===== config.mk =====
export PLATFORM = sky130hd
export DESIGN_NAME = sdiv_seq
export DESIGN_NICKNAME = d
export VERILOG_FILES = /design/src/rtl/sdiv_seq.sv
export SDC_FILE = /design/constraint.sdc
export NUM_CORES = 1
export LEC_CHECK = 0
export BUFFER_PORTS_ARGS = -buffer_cell sky130_fd_sc_hd__buf_2
export CORE_MARGIN = 5
export CORE_UTILIZATION = 59
export DETAILED_ROUTE_END_ITERATION = 10
export PLACE_DENSITY = 0.8
export SETUP_SLACK_MARGIN = 0.05
export SLEW_MARGIN = 40
export SYNTH_ARGS = -nofsm -noshare
export SYNTH_HDL_FRONTEND = slang
export SYNTH_SLANG_ARGS = --single-unit
export TNS_END_PERCENT = 5

===== constraint.sdc =====
create_clock -name clk -period 2.8 [get_ports clk]
set_clock_uncertainty 0.05 [all_clocks]
set_input_delay 0.14 -clock clk [delete_from_list [all_inputs] [get_ports clk]]
set_output_delay 0.14 -clock clk [all_outputs]
set_load 0.02 [all_outputs]

===== src/rtl/sdiv_seq.sv =====
// ============================================================================
//  Module   : sdiv_seq
//  Purpose  : Multi-cycle signed restoring divider (quotient truncates toward
//             zero, remainder takes the dividend's sign). One op in flight.
//  Option   : SDIV_SEQ_EARLY_DZ_EN - finish divide-by-zero straight from PREP.
//  Revision : 1.0 - initial release
// ============================================================================
`default_nettype none

module sdiv_seq #(
  parameter int WIDTH = 8
) (
  input  logic             clk,
  input  logic             rst,
  input  logic             start,
  input  logic [WIDTH-1:0] x,
  input  logic [WIDTH-1:0] y,
  output logic             busy,
  output logic             done,
  output logic [WIDTH-1:0] q,
  output logic [WIDTH-1:0] r,
  output logic             dz,
  output logic             ovf
);

  localparam int               c_CNT_W = (WIDTH > 1) ? $clog2(WIDTH) : 1;
  localparam logic [c_CNT_W-1:0] c_LAST = c_CNT_W'(WIDTH - 1);
  localparam logic [WIDTH-1:0] c_MIN_INT = {1'b1, {(WIDTH-1){1'b0}}};
  localparam logic [WIDTH-1:0] c_ALL_ONES = {WIDTH{1'b1}};

  typedef enum logic [2:0] {
    S_IDLE = 3'd0,
    S_PREP = 3'd1,
    S_ITER = 3'd2,
    S_FIX  = 3'd3,
    S_DONE = 3'd4
  } state_t;

  state_t r_state;
  state_t w_state_nxt;

  logic [WIDTH-1:0]   r_x;
  logic [WIDTH-1:0]   r_y;
  logic [WIDTH-1:0]   r_dq;     // dividend bits shift out MSB-first, quotient bits shift in
  logic [WIDTH-1:0]   r_ymag;
  logic [WIDTH-1:0]   r_p;
  logic [c_CNT_W-1:0] r_cnt;
  logic               r_sign_q;
  logic               r_sign_r;
  logic               r_busy;
  logic               r_done;
  logic [WIDTH-1:0]   r_q;
  logic [WIDTH-1:0]   r_r;
  logic               r_dz;
  logic               r_ovf;

  logic             w_accept;
  logic [WIDTH-1:0] w_xmag;
  logic [WIDTH-1:0] w_ymag;
  logic             w_is_dz;
  logic             w_is_ovf;
  logic [WIDTH:0]   w_p_sh;
  logic [WIDTH:0]   w_diff;
  logic             w_qbit;
  logic [WIDTH-1:0] w_q_fix;
  logic [WIDTH-1:0] w_r_fix;

  assign w_accept = start && ((r_state == S_IDLE) || (r_state == S_DONE));

  // Magnitude of min_int wraps to 2^(WIDTH-1), which is exact as unsigned.
  assign w_xmag   = r_x[WIDTH-1] ? (-r_x) : r_x;
  assign w_ymag   = r_y[WIDTH-1] ? (-r_y) : r_y;
  assign w_is_dz  = (r_y == '0);
  assign w_is_ovf = (r_x == c_MIN_INT) && (r_y == c_ALL_ONES);

  // Trial subtract; a clear borrow bit means P >= |y|.
  assign w_p_sh = {r_p, r_dq[WIDTH-1]};
  assign w_diff = w_p_sh - {1'b0, r_ymag};
  assign w_qbit = ~w_diff[WIDTH];

  always_comb begin
    w_q_fix = r_sign_q ? (-r_dq) : r_dq;
    w_r_fix = r_sign_r ? (-r_p) : r_p;
    if (r_dz) begin
      w_q_fix = c_ALL_ONES;
      w_r_fix = r_x;
    end else if (r_ovf) begin
      w_q_fix = c_MIN_INT;
      w_r_fix = '0;
    end
  end

  always_ff @(posedge clk) begin
    if (rst) begin
      r_state <= S_IDLE;
    end else begin
      r_state <= w_state_nxt;
    end
  end

  always_comb begin
    w_state_nxt = r_state;
    case (r_state)
      S_IDLE: if (start) w_state_nxt = S_PREP;
      S_PREP: begin
`ifdef SDIV_SEQ_EARLY_DZ_EN
        if (w_is_dz) begin
          w_state_nxt = S_DONE;
        end else begin
          w_state_nxt = S_ITER;
        end
`else
        w_state_nxt = S_ITER;
`endif
      end
      S_ITER: if (r_cnt == c_LAST) w_state_nxt = S_FIX;
      S_FIX:  w_state_nxt = S_DONE;
      S_DONE: if (start) w_state_nxt = S_PREP;
      default: w_state_nxt = S_IDLE;
    endcase
  end

  always_ff @(posedge clk) begin
    if (rst) begin
      r_x      <= '0;
      r_y      <= '0;
      r_dq     <= '0;
      r_ymag   <= '0;
      r_p      <= '0;
      r_cnt    <= '0;
      r_sign_q <= 1'b0;
      r_sign_r <= 1'b0;
      r_busy   <= 1'b0;
      r_done   <= 1'b0;
      r_q      <= '0;
      r_r      <= '0;
      r_dz     <= 1'b0;
      r_ovf    <= 1'b0;
    end else begin
      case (r_state)
        S_IDLE, S_DONE: begin
          if (w_accept) begin
            r_x    <= x;
            r_y    <= y;
            r_busy <= 1'b1;
            r_done <= 1'b0;
            r_q    <= '0;
            r_r    <= '0;
            r_dz   <= 1'b0;
            r_ovf  <= 1'b0;
          end
        end
        S_PREP: begin
          r_dq     <= w_xmag;
          r_ymag   <= w_ymag;
          r_p      <= '0;
          r_cnt    <= '0;
          r_sign_q <= r_x[WIDTH-1] ^ r_y[WIDTH-1];
          r_sign_r <= r_x[WIDTH-1];
          r_dz     <= w_is_dz;
          r_ovf    <= w_is_ovf;
`ifdef SDIV_SEQ_EARLY_DZ_EN
          if (w_is_dz) begin
            r_busy <= 1'b0;
            r_done <= 1'b1;
            r_q    <= c_ALL_ONES;
            r_r    <= r_x;
          end
`endif
        end
        S_ITER: begin
          r_p   <= w_qbit ? w_diff[WIDTH-1:0] : w_p_sh[WIDTH-1:0];
          r_dq  <= {r_dq[WIDTH-2:0], w_qbit};
          r_cnt <= r_cnt + 1'b1;
        end
        S_FIX: begin
          r_q    <= w_q_fix;
          r_r    <= w_r_fix;
          r_busy <= 1'b0;
          r_done <= 1'b1;
        end
        default: ;
      endcase
    end
  end

  assign busy = r_busy;
  assign done = r_done;
  assign q    = r_q;
  assign r    = r_r;
  assign dz   = r_dz;
  assign ovf  = r_ovf;

endmodule

`default_nettype wire


## Yosys cells after proc, flatten, opt, wreduce, memory -nomap -nowiden

Cells that the tools add are included.

- Reduce and logical (&&, ||, !) cells: 13
- $add $sub $neg: 6
- Shift operators: 0
- $mul: 0
- Multiplexer cells: 24
- Equality and inequality tests: 10
- Divide/modulo/power cells: 0
- Magnitude comparators: 0
- Bitwise operators: 2

Operator list:

| kind | number |
|---|---|
| 8-bit 2-to-1 mux | 10 |
| 8-bit case mux with 2 select lines | 4 |
| 8-bit negation | 4 |
| 8-bit == test (second input constant) | 2 |
| 3-bit case mux with 4 select lines | 1 |
| 9-bit by 8-bit subtractor with 9-bit output | 1 |
| 8-bit logical NOT | 1 |
| 1-bit case mux with 2 select lines | 4 |
| 2-bit AND reduction | 4 |
| 3-bit by 2-bit == test with 1-bit output (second input constant) | 2 |
| 3-bit == test (second input constant) | 2 |
| 3-bit 2-to-1 mux | 2 |
| 3-bit case mux with 2 select lines | 1 |
| 2-bit nonzero test | 3 |
| 2-bit by 1-bit inequality test with 1-bit output (second input constant) | 2 |
| 3-bit by 1-bit adder with 3-bit output (second input constant) | 1 |
| 3-bit by 1-bit == test with 1-bit output (second input constant) | 1 |
| 3-bit logical NOT | 1 |
| 1-bit logical AND | 2 |
| 1-bit 2-to-1 mux | 2 |
| 2-bit inequality test (second input constant) | 1 |
| 2-bit OR reduction | 1 |
| 1-bit logical OR | 1 |
| 1-bit inverter | 1 |
| 1-bit XOR | 1 |

- Memory bits (writable): 0
- Memories kept: 0
- ROM bits: 0
- Bits in registers: 68
- Bits in latches: 0
- Logic and storage cells: 70
- Input port bits: 19

## Longest topological paths before layout

Gate-level depths: netlist (run 1).

- Depth after elaboration: 5
- Depth in mapped cells: 10
- Mapped depth without buffers: 9

## Worst setup path before layout (run 1)

Ideal clock, no wire load.

- Path type: register to register
- Start point: reg r_dq[7]
- End point: reg r_p[1]
- Data required time: 2.683 ns
- Path buffers: 1
- Stages on the path, launching flop included: 10
- Library setup time: 0.067 ns
- Setup slack: 0.500 ns
- Period minus slack after synthesis: 2.300 ns
- Arrival time: 2.183 ns
- Cells stage by stage: dfxtp_1 > inv_1 > ha_1 > fa_1 > nor2b_1 > o31ai_4 > a221oi_2 > buf_6 > mux2_4 > o21ai_2

- Longest elaborated chain between the ends: 3

RTL lines:

| what | RTL line | text |
|---|---|---|
| start: declaration | 44 | `logic [WIDTH-1:0] r_dq;` |
| start signal: assignment | 154 | `r_dq <= w_xmag;` |
| start signal: assignment | 173 | `r_dq <= {r_dq[WIDTH-2:0], w_qbit};` |
| 9-bit by 8-bit subtractor with 9-bit output | 78 | `assign w_diff = w_p_sh - {1'b0, r_ymag};` |
| 8-bit 2-to-1 mux | 172 | `r_p <= w_qbit ? w_diff[WIDTH-1:0] : w_p_sh[WIDTH-1:0];` |
| 8-bit case mux with 2 select lines | 140 | `case (r_state)` |
| end signal: assignment | 172 |  |
| end: declaration | 46 | `logic [WIDTH-1:0] r_p;` |

Every way passes these cells.
A chain may end at the register's enable or synchronous reset.

## Worst setup path in the final report (run 1)

- Start point: reg r_dq[7]
- End point: reg r_p[2]

The elaborated chain is that of the path after synthesis.

==> parameters.txt, run 1 <==
Parameter                              Value

Critical path
  R2R depth ... 9
  Worst Path Max Fanout ... 8
  Nature of the critical path startpoint ... flip-flop
  Reg-to-reg endpoint ... r_p[2]$_SDFFE_PP0P_
  Req. time, crit path ... ~3.0 ns
  Kind of capture point of the worst setup path ... flip-flop
  Crit Path Category ... reg2reg
  Flop2flop setup slack ... 0.12 ns
  Startpoint of the most critical register-to-register path ... r_dq[7]$_SDFFE_PP0P_
  Data arrival at the endpoint of the critical path ... between 2 and 3 ns

Logic synthesis
  Post-synth top area share ... between 30% and 40%
  Largest cells by area after synthesis ... dfxtp_1 (37%), a21oi_1 (7.2%), nand2_1 (6.3%)
  Count of flip-flops with a built-in enable after synthesis ... 0
  #FFs+latches synth ... 68
  FFs w/ async S/R, synth ... 0%
  Cell area after synthesis ... roughly 3700 sq um
  Count of different cell masters after synthesis ... between 50 and 60
  Synth Net Count ... 502
  Library cell with the largest summed area after synthesis ... dfxtp_1
  Gate count of the mapped netlist ... 467
  Mean cell area of the mapped netlist ... 7.93 sq um
  Total of warnings raised by yosys ... 0
  Main flop type after synthesis ... dfxtp_1
  Proportion of synthesized chip area in sequential cells ... 36.8%

CTS
  H-tree Lvls ... 3
  Maximum buffer depth of the clock tree ... 2
  Number of buffers added for setup after CTS ... 0
  Register clock-pin slew on the reported worst setup and hold paths ... around 0.070 ns
  Clock Sinks ... 68
  TritonCTS clock tree ... built
  TritonCTS buffer count ... 9
  Source-to-sink clock delay at the later pin of the worst-skew pair ... 0.34 ns
  Clock tree root driver cell ... clkbuf_8

Detailed routing
  Number of antenna-violating nets in the routed design ... 0
  DR pass1 iterations ... 6
  Number of vias after detailed routing ... roughly 3400
  Post-DR vias/cell ... approximately 5.8
  Routed wire length ... between 8000 and 9000 um
  DR WL/cell ... roughly 15 um
  DRC violation count after routing ... 0
  Initial detailed-routing violation count ... around 260

Floorplan
  Die Area ... 7960 sq um
  Die Width ... approximately 89 um
  Chip Height ... 89.2 um
  I/O pins ... 39
  Placeable Area ... approximately 6000 sq um
  Starting Density ... between 60% and 70%
  Number of cell rows ... 28

Timing
  Number of failing hold endpoints at the final stage ... 0
  Measured slew at the worst slew-check pin ... about 0.67 ns
  Count of pins over their slew limit ... 0
  Final setup violating endpoints ... 0
  Unrepaired setup endpoints after global routing ... no
  Post-layout minimum cycle time ... approximately 2.7 ns
  Peak Freq ... 373 MHz
  Headroom to the max-slew limit ... a little under three fifths
  Final worst-path cycle share ... between 90% and 100%
  Setup_tns ... 0 ns

GRT
  First-pass GRT wire length ... about 15000 um
  Largest net degree at the start of global routing ... 60
  Combined global-route utilization of all metal layers ... 23.9%
  Number of global-route vias before repair ... 3145
  Number of antenna violations at the first check in global routing ... 0
  Overflow left after global routing ... 0

Place
  Detailed Place HPWL ... 6130 um
  Global placement routability congestion ... between 0.8 and 0.9
  Area after DPL ... ~3900 sq um
  Port-buffer cells ... 38

Min path
  Hold Crit Endpoint ... r_x[1]$_SDFFE_PP0P_
  WHS Path Cells ... 3
  Hold Startpoint ... x[1]
  Min-delay worst type ... in2reg

Final layout
  Post-route design area ... 4280 sq um
  Final core occ ... a little under three quarters
  Ant diodes ... 0
  Area Growth Syn to Fin ... 15.5%
  Area occupied by multi-input gates ... roughly 2200 sq um
  Fraction of layout cells with a size suffix above 1 ... around 14%
  Filler instances ... 485
  Register cell area after layout ... 1360 sq um
  Net count, final ... about 540

Power and ir drop
  Power per Cell Area ... approximately 570 nW/um^2
  Worst ir drop on vdd ... 0.000381 V
  Design Power ... between 2 and 2.5 mW
  Leakage power ... between 1.5 and 2 nW

Flow run
  Total of max-cap violations ... 0

Run status
  Outcome ... finished, final reports clean
## routing by layer
layer,vias to the layer above,track usage (%),share of wire (%)
met1,1578,31.0,45
met2,118,38.3,46
met4,0,10.0,1.9
met3,18,5.16,6.8
li1,1707,-,-
met5,-,0,0
## layout make-up
| class | count | share of cell area, % |
|---|---|---|
| multi-input combinational | 350 | 50.3 |
| sequential | 68 | 31.8 |
| timing repair buffer | 60 | 9.25 |
| clock buffer | 12 | 3.63 |
| tap | 75 | 2.19 |
| inverter | 19 | 1.67 |
| clock inverter | 4 | 1.11 |
## power breakdown
| group | switching (mW) | internal (mW) | total (mW) |
|---|---|---|---|
| Clock | 0.377 | 0.457 | 0.834 |
| Sequential | 0.0739 | 1.01 | 1.09 |
| Combinational | 0.300 | 0.234 | 0.534 |
| Total | 0.751 | 1.71 | 2.46 |
## Yosys cell counts (all sizes together), types with 2 or more instances
| cell type | number |
|---|---|
| nor2 | 52 |
| mux2 | 3 |
| a211oi | 10 |
| nand2 | 62 |
| o31ai | 9 |
| a222oi | 4 |
| a21o | 2 |
| xnor2 | 18 |
| nor4 | 2 |
| a22oi | 4 |
| buf | 11 |
| nor2b | 8 |
| a221oi | 4 |
| o21ai | 19 |
| nor3 | 19 |
| inv | 19 |
| or3 | 5 |
| a31oi | 3 |
| nand4 | 2 |
| a21boi | 3 |
| and2 | 3 |
| mux2i | 6 |
| a21oi | 53 |
| nand3b | 2 |
| clkbuf | 19 |
| ha | 15 |
| nand3 | 8 |
| a31o | 2 |
| nand2b | 9 |
| xor2 | 10 |
| dfxtp | 68 |
## how the worst max path moves through the flow
stage / startpoint / endpoint / slack [ns] / depth (start not counted)
finish: r_dq[7]$_SDFFE_PP0P_ / r_p[2]$_SDFFE_PP0P_ / 0.12 / 9
global placement: r_dq[7]$_SDFFE_PP0P_ / r_p[3]$_SDFFE_PP0P_ / 0.33 / 9
global route: r_dq[7]$_SDFFE_PP0P_ / r_p[2]$_SDFFE_PP0P_ / 0.05 / 9
detailed placement: r_dq[7]$_SDFFE_PP0P_ / r_p[2]$_SDFFE_PP0P_ / 0.22 / 9
CTS: r_dq[7]$_SDFFE_PP0P_ / r_p[2]$_SDFFE_PP0P_ / 0.14 / 9
floorplan: r_dq[7]$_SDFFE_PP0P_ / r_p[1]$_SDFFE_PP0P_ / 0.50 / 9
## registers in the layout, indices dropped and copies added (netlist names)
name,count
ovf,1
r_sign_r,1
r_sign_q,1
busy,1
done,1
r_p,8
r_x,8
r_state,3
r_cnt,3
r_ymag,8
r_dq,8
r,8
r_y,8
dz,1
q,8
## critical path, stage by stage (launching register included)
cell	delay [ns]
dfxtp_1	0.39
inv_1	0.10
ha_1	0.22
fa_1	0.41
nor2b_1	0.26
o31ai_4	0.12
a221oi_4	0.39
buf_4	0.25
mux2i_1	0.27
o21ai_1	0.10
## cell families (layout without fill, tap and decap cells)
kind of cell	Yosys count	count (layout)	share of synthesized area, %
compound gates	120	120	21.1
mux	9	9	2.64
fa+ha+maj	16	16	5.61
xor+xnor	28	28	6.63
buf+inv	49	95	5.41
simple gates	177	177	21.9
flops	68	68	36.8
## cells in the final DEF (no fill, tap or decap), types with 7 or more instances in the layout
cell type       n
clkbuf_8       11
nand3_1         8
buf_2          38
xor2_1         10
dlygate4sd3_1  16
o21ai_0        12
ha_1           15
dfxtp_1        68
nand2_1        62
xnor2_1        18
nor2b_1         8
nor3_1         19
inv_1          19
a21oi_1        53
nor2_1         51
nand2b_1        9
a211oi_1       10
o31ai_1         7
## stage by stage
step	worst slack, ns	hold slack, ns	std cells
after detailed placement	0.216	0.337	556
after global routing	0.0456	0.0119	588
after global placement	0.333	0.331	556
after floorplan	0.500	0.226	467
final	0.117	0.00911	588
after CTS	0.136	0.00269	588
## what timing repair did
| item | CTS | global route |
|---|---|---|
| hold buffers | 16 | 0 |
| endpoints found under the setup margin | 0 | 3 |
| resized for setup | 0 | 1 |
| endpoints found under the hold margin | 16 | 0 |
Power figures use the tool's default switching activity.
==> run 2: changes to the inputs <==
Settings changed: PLACE_DENSITY 0.8 to 0.84.
==> run 2 against run 1 <==
Compared with the run above: total power up 3.7%; wire length about the same; cell count unchanged; fmax is 3.0% higher; worst setup slack improved by 0.079 ns.
==> parameters.txt, run 2 (synthesis gave the netlist of run 1 again) <==
Parameter                              Value

Timing
  Unrepaired setup endpoints after global routing ... no (unchanged)
  Measured slew at the worst slew-check pin ... 0.676 ns (was 0.672 ns)
  Peak Freq ... 384 MHz (was 373 MHz)
  Post-layout minimum cycle time ... 2.60 ns (was 2.68 ns)
  Count of pins over their slew limit ... 0 (unchanged)
  Hold_ws ... 0.0562 ns (was 0.00911 ns)
  Final setup violating endpoints ... 0 (unchanged)
  Headroom to the max-slew limit ... 54.9% (was 55.2%)
  Number of failing hold endpoints at the final stage ... 0 (unchanged)
  Final worst-path cycle share ... 93.0% (was 95.8%)
  Setup_tns ... 0 ns (unchanged)

Floorplan
  Placeable Area ... 6030 sq um (unchanged)
  Chip Height ... 89.2 um (unchanged)
  Die Width ... 89.2 um (unchanged)
  Die Area ... 7960 sq um (unchanged)
  I/O pins ... 39 (unchanged)
  Number of cell rows ... 28 (unchanged)
  Starting Density ... 61.4% (unchanged)

Power and ir drop
  Part of the power in the clock network ... 37.0% (was 34.0%)
  Design Power ... 2.55 mW (was 2.46 mW)
  Part of the power in registers ... 42.7% (was 44.3%)
  Leakage power ... 1.70 nW (was 1.69 nW)
  Net Sw Frac ... 28.7% (was 30.6%)
  Comb power frac ... 20.3% (was 21.7%)
  Power per Cell Area ... 593 nW/um^2 (was 575 nW/um^2)
  Switching power of the nets ... 731 uW (was 751 uW)
  Internal power ... 1.82 mW (was 1.71 mW)
  Worst ir drop on vdd ... 0.000435 V (was 0.000381 V)

Final layout
  Filler instances ... 480 (was 485)
  Net count, final ... 543 (unchanged)
  Area occupied by multi-input gates ... 2140 sq um (was 2150 sq um)
  Most frequent cells in the layout ... dfxtp_1 (68), nand2_1 (62), a21oi_1 (53) (unchanged)
  Fraction of layout cells with a size suffix above 1 ... 14.0% (unchanged)
  Most common cell after layout, fill and taps aside ... dfxtp_1 (unchanged)
  Count of non-filler cells in the finished layout ... 588 (unchanged)
  Register cell area after layout ... 1360 sq um (unchanged)
  Ant diodes ... 0 (unchanged)
  Area Growth Syn to Fin ... 16.1% (was 15.5%)

Detailed routing
  DR pass1 iterations ... 7 (was 6)
  Detail Route met2 WL ... 4010 um (was 4140 um)
  Detailed-route wire length on metal 1 ... 3900 um (was 4010 um)
  Number of antenna-violating nets in the routed design ... 0 (unchanged)
  DR WL/cell ... 15.2 um (about the same)
  Met3 WL ... 797 um (was 606 um)
  Number of vias after detailed routing ... 3442 (was 3421)
  Top Layer Used ... met4 (unchanged)
  Post-DR vias/cell ... 5.85 (was 5.82)
  Initial detailed-routing violation count ... 292 (was 259)
  Routed wire length ... 8930 um (was 8920 um)
  DRC violation count after routing ... 0 (unchanged)

CTS
  Number of buffers inserted by hold repair at cts ... 16 (unchanged)
  Number of buffers added for setup after CTS ... 0 (unchanged)
  Clock Sinks ... 68 (unchanged)
  TritonCTS clock tree ... built (unchanged)
  Maximum buffer depth of the clock tree ... 2 (unchanged)
  Post_cts resized ... 0 (unchanged)
  TritonCTS buffer count ... 9 (unchanged)
  Register clock-pin slew on the reported worst setup and hold paths ... 0.07 ns (about the same)
  Clock tree root driver cell ... clkbuf_8 (unchanged)
  Source-to-sink clock delay at the later pin of the worst-skew pair ... 0.35 ns (was 0.34 ns)
  H-tree Lvls ... 3 (unchanged)

Critical path
  Kind of capture point of the worst setup path ... flip-flop (unchanged)
  Nature of the critical path startpoint ... flip-flop (unchanged)
  Req. time, crit path ... 2.97 ns (about the same)
  Cells traversed along the worst timing path ... inv_1 -> ha_1 -> fa_1 -> nor2b_1 -> o31ai_4 -> a221oi_2 -> buf_4 -> mux2i_1 -> o21ai_1 (was inv_1 -> ha_1 -> fa_1 -> nor2b_1 -> o31ai_4 -> a221oi_4 -> buf_4 -> mux2i_1 -> o21ai_1)
  Crit Path Category ... reg2reg (unchanged)
  Critical path's slowest cell ... fa_1 (unchanged)
  CP top delay family ... adder cells (unchanged)
  Delay contributed by the slowest stage of the critical path ... 0.41 ns (about the same)
  Buf/Inv on CP ... 2 (unchanged)
  R2R depth ... 9 (unchanged)
  Startpoint of the most critical register-to-register path ... r_dq[7]$_SDFFE_PP0P_ (unchanged)
  Reg-to-reg endpoint ... r_p[4]$_SDFFE_PP0P_ (was r_p[2]$_SDFFE_PP0P_)
  Worst Path Max Fanout ... 8 (unchanged)
  Flop2flop setup slack ... 0.20 ns (was 0.12 ns)
  Data arrival at the endpoint of the critical path ... 2.78 ns (was 2.86 ns)

Flow run
  Total of max-cap violations ... 0 (unchanged)

Min path
  Hold Crit Endpoint ... r_state[2]$_SDFFE_PP0P_ (was r_x[1]$_SDFFE_PP0P_)
  WHS Path Cells ... 3 (unchanged)
  Min-delay worst type ... in2reg (unchanged)
  Hold Startpoint ... start (was x[1])

GRT
  First-pass GRT wire length ... 15000 um (was 14800 um)
  Largest net degree at the start of global routing ... 44 (was 60)
  Combined global-route utilization of all metal layers ... 24.5% (was 23.9%)
  Number of global-route vias before repair ... 3255 (was 3145)
  Overflow left after global routing ... 0 (unchanged)
  Number of antenna violations at the first check in global routing ... 0 (unchanged)

Place
  Port-buffer cells ... 38 (unchanged)
  Detailed Place HPWL ... 6210 um (was 6130 um)
  Total placed cells including tap cells ... 556 (unchanged)
  Global placement routability congestion ... 0.897 (was 0.868)

Run status
  Outcome ... finished, final reports clean (unchanged)
[run 2: through the flow]
| stage | util [%] | setup slack [ns] | area (sq um) |
|---|---|---|---|
| 3_5_place_dp | 64.7 | 0.247 | 3900 |
| 3_3_place_gp | 64.7 | 0.335 | 3900 |
| 5_1_grt | 71.3 | 0.0781 | 4300 |
| 6_report | 71.3 | 0.195 | 4300 |
| 2_1_floorplan | - | 0.500 | 3700 |
| 4_1_cts | 71.3 | 0.215 | 4300 |
[run 2: power by group through the flow]
stage,sequential [mW],clock [mW],combinational (mW)
after floorplan,1.08,0,0.411
after global placement,1.10,0,0.472
after detailed placement,1.11,0,0.488
after CTS,1.09,0.949,0.508
after global routing,1.10,1.01,0.568
final,1.09,0.943,0.516
[run 2: worst max-delay path by stage]
stage	cells after the start	endpoint	from	slack, ns
3_5_place_dp	9	r_p[3]$_SDFFE_PP0P_	r_dq[7]$_SDFFE_PP0P_	0.25
4_1_cts	9	r_p[4]$_SDFFE_PP0P_	r_dq[7]$_SDFFE_PP0P_	0.21
5_1_grt	9	r_p[4]$_SDFFE_PP0P_	r_dq[7]$_SDFFE_PP0P_	0.08
3_3_place_gp	9	r_p[2]$_SDFFE_PP0P_	r_dq[7]$_SDFFE_PP0P_	0.34
6_report	9	r_p[4]$_SDFFE_PP0P_	r_dq[7]$_SDFFE_PP0P_	0.20
2_1_floorplan	9	r_p[1]$_SDFFE_PP0P_	r_dq[7]$_SDFFE_PP0P_	0.50
[run 2: tightest hold or removal path, delay by kind of cell]
kind / cells / cell delay (ns)
buf+inv: 1 / 0.10
simple gates: 1 / 0.10
compound gates: 1 / 0.06
[run 2: metal layers]
layer / vias up / global-route usage (%)
met4: 0 / 11.2
met2: 138 / 38.3
met3: 22 / 7.00
li1: 1703 / -
met5: - / 0
met1: 1579 / 31.4
[run 2: layout make-up]
class	count	share of cell area, %
clock buffers	13	3.93
clock inverters	3	1.57
inverters	19	1.66
multi-input cells	350	49.8
flip-flops and latches	68	31.7
well taps	75	2.18
repair buffers	60	9.20
==> run 3: changes to the inputs <==
Settings changed: HOLD_SLACK_MARGIN set to 0.1.
==> run 3 against run 2 <==
Compared with the run above: sequential power hardly changed; fmax is 0.15% lower; via count is 1.2% higher; utilization is 0.17 points higher; cell count is 0.17% higher; hold slack better by 0.083 ns; combinational power hardly changed; total power hardly changed; first-iteration DRC count is 8.9% higher.
==> parameters.txt, run 3 (synthesis gave the netlist of run 1 again) <==
Parameter                              Value

CTS
  TritonCTS clock tree ... built (unchanged)
  Post_cts resized ... 0 (unchanged)
  Register clock-pin slew on the reported worst setup and hold paths ... 0.07 ns (about the same)
  Source-to-sink clock delay at the later pin of the worst-skew pair ... 0.35 ns (about the same)
  H-tree Lvls ... 3 (unchanged)
  Maximum buffer depth of the clock tree ... 2 (unchanged)
  TritonCTS buffer count ... 9 (unchanged)
  Number of buffers added for setup after CTS ... 0 (unchanged)
  Clock tree root driver cell ... clkbuf_8 (unchanged)
  Clock Sinks ... 68 (unchanged)

Final layout
  Area Growth Syn to Fin ... 16.4% (was 16.1%)
  Net count, final ... 544 (was 543)
  Most frequent cells in the layout ... dfxtp_1 (68), nand2_1 (62), a21oi_1 (53) (unchanged)
  Ant diodes ... 0 (unchanged)
  Count of non-filler cells in the finished layout ... 589 (was 588)
  Filler instances ... 474 (was 480)
  Final core occ ... 71.5% (was 71.3%)
  Most common cell after layout, fill and taps aside ... dfxtp_1 (unchanged)
  Fraction of layout cells with a size suffix above 1 ... 14.0% (about the same)

Detailed routing
  Initial detailed-routing violation count ... 318 (was 292)
  Number of antenna-violating nets in the routed design ... 0 (unchanged)
  Post-DR vias/cell ... 5.92 (was 5.85)
  Number of vias after detailed routing ... 3485 (was 3442)
  DR pass1 iterations ... 5 (was 7)
  DR WL/cell ... 15.3 um (was 15.2 um)
  DRC violation count after routing ... 0 (unchanged)
  Routed wire length ... 8990 um (was 8930 um)

Critical path
  Nature of the critical path startpoint ... flip-flop (unchanged)
  Worst Path Max Fanout ... 8 (unchanged)
  R2R depth ... 9 (unchanged)
  Data arrival at the endpoint of the critical path ... 2.78 ns (about the same)
  Kind of capture point of the worst setup path ... flip-flop (unchanged)
  Crit Path Category ... reg2reg (unchanged)
  Req. time, crit path ... 2.98 ns (was 2.97 ns)
  Startpoint of the most critical register-to-register path ... r_dq[7]$_SDFFE_PP0P_ (unchanged)
  Worst setup path startpoint ... r_dq[7]$_SDFFE_PP0P_ (unchanged)

Place
  Total placed cells including tap cells ... 556 (unchanged)
  Detailed Place HPWL ... 6210 um (unchanged)
  Port-buffer cells ... 38 (unchanged)
  Global placement routability congestion ... 0.897 (unchanged)

Floorplan
  Starting Density ... 61.4% (unchanged)
  Die Width ... 89.2 um (unchanged)
  Placeable Area ... 6030 sq um (unchanged)
  I/O pins ... 39 (unchanged)
  Die Area ... 7960 sq um (unchanged)
  Chip Height ... 89.2 um (unchanged)
  Number of cell rows ... 28 (unchanged)

Min path
  Hold Startpoint ... rst (was start)
  Min-delay worst type ... in2reg (unchanged)
  WHS Path Cells ... 2 (was 3)

GRT
  First-pass GRT wire length ... 15100 um (was 15000 um)
  Overflow left after global routing ... 0 (unchanged)
  Largest net degree at the start of global routing ... 44 (unchanged)
  Combined global-route utilization of all metal layers ... 24.7% (was 24.5%)
  Number of antenna violations at the first check in global routing ... 0 (unchanged)
  Number of global-route vias before repair ... 3275 (was 3255)

Timing
  Final setup violating endpoints ... 0 (unchanged)
  Final worst-path cycle share ... 93.2% (was 93.0%)
  Hold_ws ... 0.139 ns (was 0.0562 ns)
  Count of pins over their slew limit ... 0 (unchanged)
  Setup_tns ... 0 ns (unchanged)
  Post-layout minimum cycle time ... 2.61 ns (was 2.60 ns)
  Unrepaired setup endpoints after global routing ... no (unchanged)
  Headroom to the max-slew limit ... 54.6% (was 54.9%)
  Measured slew at the worst slew-check pin ... 0.681 ns (was 0.676 ns)
  Number of failing hold endpoints at the final stage ... 0 (unchanged)
  Peak Freq ... 383 MHz (was 384 MHz)

Power and ir drop
  Power per Cell Area ... 591 nW/um^2 (was 593 nW/um^2)
  Comb power frac ... 20.3% (about the same)
  Design Power ... 2.55 mW (about the same)
  Part of the power in the clock network ... 36.9% (was 37.0%)
  Switching power of the nets ... 731 uW (about the same)
  Worst ir drop on vdd ... 0.000432 V (was 0.000435 V)
  Internal power ... 1.82 mW (about the same)
  Part of the power in registers ... 42.7% (about the same)
  Leakage power ... 1.71 nW (was 1.70 nW)
  Net Sw Frac ... 28.7% (about the same)

Run status
  Outcome ... finished, final reports clean (unchanged)

Flow run
  Total of max-cap violations ... 0 (unchanged)
[run 3: changes by cell type in the layout (fill, tap and decap cells not counted), sizes merged]
cell,previous run,this run
dlygate4sd3,16,17
[run 3: final cells by class]
cell class	count	area, sq um	area share, %
clock buffer	13	169	3.92
clock inverter	3	67.6	1.57
inverter	19	71.3	1.66
multi-input combinational	350	2140	49.7
sequential	68	1360	31.6
tap	75	93.8	2.18
timing repair buffer	61	405	9.41
[run 3: per-layer routing]
metal	part of all wire [%]	GRT usage, %	vias up	routed length [um]
met5	0	0	-	0
met3	9.2	7.00	26	823
li1	-	-	1710	-
met2	45	38.7	141	4080
met4	2.5	11.2	0	221
met1	43	31.6	1608	3870
[run 3: final timing paths]
kind,to,slack [ns]
min,r_dq[1]$_SDFFE_PP0P_,0.14
max reg2reg,r_p[4]$_SDFFE_PP0P_,0.19
min reg2reg,q[0]$_SDFFE_PP0P_,0.40
max,r_p[4]$_SDFFE_PP0P_,0.19
[run 3: worst max-delay path, cell delays in order, from the launching register on]
cell      delay (ns)
dfxtp_1         0.37
inv_1           0.09
ha_1            0.22
fa_1            0.40
nor2b_1         0.26
o31ai_4         0.10
a221oi_2        0.41
buf_4           0.25
mux2i_1         0.23
o21ai_1         0.08
[run 3: power groups by stage]
stage	registers, mW	clock network (mW)	logic, mW
6_report	1.09	0.941	0.518
5_1_grt	1.10	1.01	0.570
4_1_cts	1.09	0.949	0.509
3_5_place_dp	1.11	0	0.488
3_3_place_gp	1.10	0	0.472
2_1_floorplan	1.08	0	0.411
[run 3: timing repair]
| item | in CTS | in global routing |
|---|---|---|
| endpoints found under the setup margin | 0 | 0 |
| hold buffers | 17 | 0 |
| hold endpoints to repair | 17 | 0 |
[run 3: per-stage QoR]
step | worst slack [ns] | cell area [sq um]
final | 0.191 | 4310
after global routing | 0.0781 | 4310
after CTS | 0.215 | 4310
after detailed placement | 0.247 | 3900
after global placement | 0.335 | 3900
after floorplan | 0.500 | 3700
